==> src/rtl/pipe_add_sub_pkg.sv <==
// pipe_add_sub_pkg: operation codes and the shared add/sub/saturate arithmetic
package pipe_add_sub_pkg;
  typedef enum logic [1:0] {OP_ADD, OP_SUB, OP_ADD_SAT, OP_SUB_SAT} op_e;
  localparam int MAX_W = 62;
  typedef logic [MAX_W+1:0] wide_t;
  // Operands arrive zero-extended; only their low w bits may be set.
  // Returns the flag in bit w+1 and the (w+1)-bit result in bits w:0.
  function automatic wide_t calc(input wide_t a, input wide_t b, input op_e op, input int w);
    wide_t lim, mask, sum, dif, data;
    logic ovf, brw, flag;
    lim = (wide_t'(1) << w) - wide_t'(1);
    mask = (wide_t'(1) << (w + 1)) - wide_t'(1);
    sum = a + b;
    dif = (a - b) & mask;
    ovf = sum > lim;
    brw = b > a;
    data = op == OP_ADD ? sum : op == OP_SUB ? dif : op == OP_ADD_SAT ? (ovf ? lim : sum) : (brw ? '0 : dif);
    flag = (op == OP_ADD || op == OP_ADD_SAT) ? ovf : brw;
    return (wide_t'(flag) << (w + 1)) | data;
  endfunction
endpackage

==> src/rtl/pipe_stage_reg.sv <==
// pipe_stage_reg: one elastic register slice that clears its payload when it drains empty
// Ports: clk, rst_n (sync, active-low); up_valid/up_ready/up_data toward the producer;
// dn_valid/dn_ready/dn_data toward the consumer.
module pipe_stage_reg #(
  parameter int W = 8
) (
  input  logic         clk,
  input  logic         rst_n,
  input  logic         up_valid,
  output logic         up_ready,
  input  logic [W-1:0] up_data,
  output logic         dn_valid,
  input  logic         dn_ready,
  output logic [W-1:0] dn_data
);
  assign up_ready = !dn_valid || dn_ready;
  always_ff @(posedge clk) begin
    if (!rst_n) begin
      dn_valid <= 1'b0;
      dn_data  <= '0;
    end else if (up_ready) begin
      dn_valid <= up_valid;
      dn_data  <= up_valid ? up_data : '0;
    end
  end
endmodule

==> src/rtl/pipe_add_sub.sv <==
// pipe_add_sub: elastic pipelined add/sub/saturating unit with tag pass-through
// Ports: clk, rst_n (sync, active-low); in_valid/in_ready/in_a/in_b/in_op/in_tag input handshake;
// out_valid/out_ready/out_data/out_flag/out_tag result handshake; occupancy = valid stage count.
module pipe_add_sub
  import pipe_add_sub_pkg::*;
#(
  parameter int WIDTH  = 9,
  parameter int STAGES = 2,
  parameter int TAG_W  = 4
) (
  input  logic                          clk,
  input  logic                          rst_n,
  input  logic                          in_valid,
  output logic                          in_ready,
  input  logic [WIDTH-1:0]              in_a,
  input  logic [WIDTH-1:0]              in_b,
  input  logic [1:0]                    in_op,
  input  logic [TAG_W-1:0]              in_tag,
  output logic                          out_valid,
  input  logic                          out_ready,
  output logic [WIDTH:0]                out_data,
  output logic                          out_flag,
  output logic [TAG_W-1:0]              out_tag,
  output logic [$clog2(STAGES+1)-1:0]   occupancy
);
  localparam int P = WIDTH + 2 + TAG_W;
  localparam int OCC_W = $clog2(STAGES + 1);
  logic [STAGES:0] vld, rdy;
  logic [P-1:0] pl [STAGES+1];
  logic [WIDTH+1:0] res;
  assign res = (WIDTH+2)'(calc(wide_t'(in_a), wide_t'(in_b), op_e'(in_op), WIDTH));
  assign vld[0] = in_valid;
  assign pl[0] = {res, in_tag};
  assign rdy[STAGES] = out_ready;
  // Stage 0 would report ready while its valid is held clear by reset; mask that.
  assign in_ready = rst_n && rdy[0];
  for (genvar k = 0; k < STAGES; k++) begin : g_stage
    pipe_stage_reg #(.W(P)) u_stage (
      .clk      (clk),
      .rst_n    (rst_n),
      .up_valid (vld[k]),
      .up_ready (rdy[k]),
      .up_data  (pl[k]),
      .dn_valid (vld[k+1]),
      .dn_ready (rdy[k+1]),
      .dn_data  (pl[k+1])
    );
  end
  assign out_valid = vld[STAGES];
  assign {out_flag, out_data, out_tag} = pl[STAGES];
  always_comb begin
    occupancy = '0;
    for (int i = 1; i <= STAGES; i++) occupancy += OCC_W'(vld[i]);
  end
endmodule
==> config.mk <==
export PLATFORM = sky130hd
export DESIGN_NAME = pipe_add_sub
export DESIGN_NICKNAME = d
export VERILOG_FILES = /design/src/rtl/pipe_add_sub_pkg.sv /design/src/rtl/pipe_stage_reg.sv /design/src/rtl/pipe_add_sub.sv
export SDC_FILE = /design/constraint.sdc
export NUM_CORES = 1
export LEC_CHECK = 0
export CAP_MARGIN = 10
export CORE_AREA = 2 2 58 102
export CTS_BUF_LIST = sky130_fd_sc_hd__clkbuf_2 sky130_fd_sc_hd__clkbuf_4 sky130_fd_sc_hd__clkbuf_8
export CTS_CLUSTER_SIZE = 12
export DETAILED_ROUTE_END_ITERATION = 8
export DIE_AREA = 0 0 60 104
export PLACE_DENSITY_LB_ADDON = 0.25
export SYNTH_ARGS = -nofsm -noshare
export SYNTH_HDL_FRONTEND = slang
export SYNTH_HIERARCHICAL = 1
export SYNTH_SLANG_ARGS = --single-unit
==> constraint.sdc <==
create_clock -name clk -period 2.3 [get_ports clk]
set_input_delay 0.345 -clock clk [delete_from_list [all_inputs] [get_ports clk]]
set_output_delay 0.345 -clock clk [all_outputs]
set_load 0.01 [all_outputs]
==> reports/results.tsv <==
stage	metric	value	unit
cells_and_area	Fill cells	490	
yosys	flops & latches, synth	32	
yosys	Cell variety after synth	54	
critical_path	Reg2Reg Setup Slack	0.98	ns
sta	fin crit period	2.23	ns
critical_path	crit path launch type	primary input	
sta	Setup Skew	0.00348	ns
critical_path	Crit. Startpoint	in_a[1]	
detailed_routing	WL/cell	12.9	um
placed_design	IO Port Bufs	46	
yosys	area leader, netlist	dfxtp_1	
critical_path	CP max stage cell	a221o_1	
yosys	share of the synthesized area in the top cell type	0.258	
critical_path	reg2reg start	g_stage[1].u_stage/dn_valid	
placed_design	Post-DP HPWL	4200	um
critical_path	RR Endpoint	g_stage[0].u_stage/dn_data[14]	
critical_path	CP endpoint kind	flip-flop	
yosys	syn nets	336	
detailed_routing	overall routed net length	5690	um
placed_design	Placed Cells	426	
yosys	Avg Inst Size Synth	8.65	um^2
cells_and_area	Multi-input gate area	0.00176	mm^2
critical_path	crit-path max FO	4	
die	die width	60	um
critical_path	R2R depth	7	
yosys	count leader, synth	nand2_1	
yosys	Synth async-reset ratio	0	
grt	initial antenna violation count	0	
sta	Final Setup Violations	0	
detailed_routing	post-route ant nets	0	
yosys	post-synthesis sequential area ratio	0.258	
clocking	Max Root-Sink Buffers	2	
hold_path	class of the worst hold path	reg2reg	
cells_and_area	Layout area overhead	38.8	%
detailed_routing	via-per-instance ratio	5.12	
placed_design	gp weighted congestion	0.837	
clocking	root buf cell	clkbuf_8	
sta	worst-margin pin slew	0.740	ns
outcome	status	finished clean	
grt	largest net degree at the start of global routing	33	
placed_design	Placed Area	0.00315	mm^2
die	die area	0.00624	mm^2
die	Die Y-Extent	104	um
die	CORE AREA	0.00545	mm^2
sta	Worst Hold Margin	0.453	ns
critical_path	Worst Path Arrival	2.40	ns
clocking	clock buffer count from CTS	5	
cells_and_area	Design Area, Final	0.00345	mm^2
sta	setup ws final	0.0684	ns
yosys	synthesized cell area	0.00248	mm^2
die	Initial Util	0.456	
power_and_ir_drop	cell leakage power	1.37	nW
die	num ports	47	
critical_path	Setup crit end	g_stage[0].u_stage/dn_data[13]	
yosys	number of synthesized flops with an enable pin	0	
critical_path	CP cell instances	dlygate4sd2_1, ha_2, or2_0, o211ai_1, buf_4, a2bb2oi_2, a221o_1, and2_1, a32o_1, nand3_1, a21boi_0	
clocking	CTS tree	built	
clocking	Post-CTS Hold Fix Bufs	0	
cells_and_area	ant diodes	0	
critical_path	Crit path required time	2.47	ns
clocking	clk_lat worst skew	0.28	ns
sta	final hold violations	0	
power_and_ir_drop	P per Cell Area	464	mW/mm^2
placed_design	post-place setup slack	-0.614	ns
grt	GRT overflow	0	
yosys	Synth area leaders	dfxtp_1 (26%), ha_1 (9.6%), a21boi_2 (8.2%)	
grt	global-route wire length before repair	9340	um
clocking	clock sink count	32	
sta	crit share post-route	0.970	
power_and_ir_drop	Max VDD drop	209	uV
yosys	ys flop type	dfxtp_1	
detailed_routing	1st-iter DRT viols	50	
cells_and_area	final std cells w/o fill	440	
cells_and_area	Final nets	412	
clocking	CTS clk-pin slew, worst paths	0.06	ns
detailed_routing	DRC	0	
cells_and_area	Reg area	641	um^2
detailed_routing	TritonRoute pass-1 iters	4	
sta	Slew Limit Headroom	0.505	
grt	number of global-route vias before repair	2168	
cells_and_area	layout cell share with drive strength beyond 1	0.349	
die	floorplan row count	36	
clocking	H-tree levels	2	
yosys	top cells by count, synth	nand2_1 (38), dfxtp_1 (32), nand3_1 (21)	
run	total of max-cap violations	0	
grt	Tot GR Track Use	0.191	
sta	fin. max-slew vios	0	
yosys	Yosys warnings	6	
sta	fmax	448	MHz
critical_path	critical path's largest stage delay	0.37	ns
yosys	Cells after Synth	287	
detailed_routing	vias	2252	
critical_path	kind of critical path	in2reg	
[state kept, by name (all words and copies together) (netlist names)]
signal and cells:
g_stage.u_stage/dn_data 30, g_stage.u_stage/dn_valid 2
[repair_timing]
action	CTS	global route
pin swaps	18	19
buffers inserted	5	1
resized for setup	35	22
endpoints found under the setup margin	11	11
[cell families after synthesis]
kind of cell,synth area share
adder cells (fa/ha/maj),0.112
flip-flops,0.258
AND/OR/NAND/NOR,0.258
multiplexers,0.00856
XOR/XNOR,0.0212
buffers and inverters,0.0997
AO/OA/AOI/OAI,0.242
[how the worst min path moves through the flow]
| stage | to | depth (start not counted) | startpoint | slack [ns] |
|---|---|---|---|---|
| CTS | g_stage[1].u_stage/dn_data[3] | 2 | g_stage[1].u_stage/dn_data[3] | 0.46 |
| floorplan | g_stage[0].u_stage/dn_data[0] | 2 | g_stage[0].u_stage/dn_data[0] | 0.44 |
| global route | g_stage[1].u_stage/dn_data[3] | 2 | g_stage[1].u_stage/dn_data[3] | 0.47 |
| detailed placement | g_stage[1].u_stage/dn_data[3] | 2 | g_stage[1].u_stage/dn_data[3] | 0.45 |
| global placement | g_stage[1].u_stage/dn_data[2] | 2 | g_stage[1].u_stage/dn_data[2] | 0.45 |
| finish | g_stage[1].u_stage/dn_data[3] | 2 | g_stage[1].u_stage/dn_data[3] | 0.45 |
[metrics by stage]
stage / total power, W / TNS [ns] / utilization
after global routing: 0.00168 / -0.0219 / 0.633
after detailed placement: 0.00108 / -5.66 / 0.579
after CTS: 0.00158 / 0 / 0.620
after floorplan: 0.000903 / 0 / -
after global placement: 0.00107 / -5.17 / 0.579
final: 0.00160 / 0 / 0.633
[cell usage in the layout (no fill, tap or decap), types with 3 or more instances in the layout]
cell type,synthesis,layout
dfxtp_1,32,32
nand3_2,18,20
o211ai_1,3,3
xnor2_1,4,4
a21boi_2,18,18
clkbuf_8,2,6
a21boi_0,12,10
inv_1,18,13
nor2_1,16,16
clkdlybuf4s50_1,0,34
inv_2,0,5
ha_1,19,9
nor2b_1,5,5
ha_2,0,4
ha_4,0,6
nand3_1,21,19
dlygate4sd2_1,0,6
nand2_1,38,38
clkbuf_2,2,4
a21oi_1,11,10
buf_4,2,41
and2_1,3,3
[critical path: cells and delay by family]
family	cells	cell delay (ns)
buffers and inverters	2	0.45
AOI/OAI and AO/OA	5	0.94
adders and majority gates	1	0.21
and+or+nand+nor	3	0.46
[power by group]
part	total, W	internal (W)	switching, W
Clock	0.000462	0.000267	0.000194
Sequential	0.000590	0.000577	0.0000136
Combinational	0.000549	0.000287	0.000262
Total	0.00160	0.00113	0.000470
[layout make-up]
type,instances,area share
multi-input combinational,215,0.511
timing repair buffer,89,0.223
sequential,32,0.186
clock buffer,8,0.0283
tap,76,0.0276
inverter,20,0.0247
[per-layer routing]
layer,GRT usage,vias up,wire length (um)
li1,-,1144,-
met1,0.187,1039,2040
met2,0.359,54,3320
met3,0.0187,15,128
met4,0.106,0,206
met5,0,-,0
No activity file was read; power rests on OpenSTA's default activity.
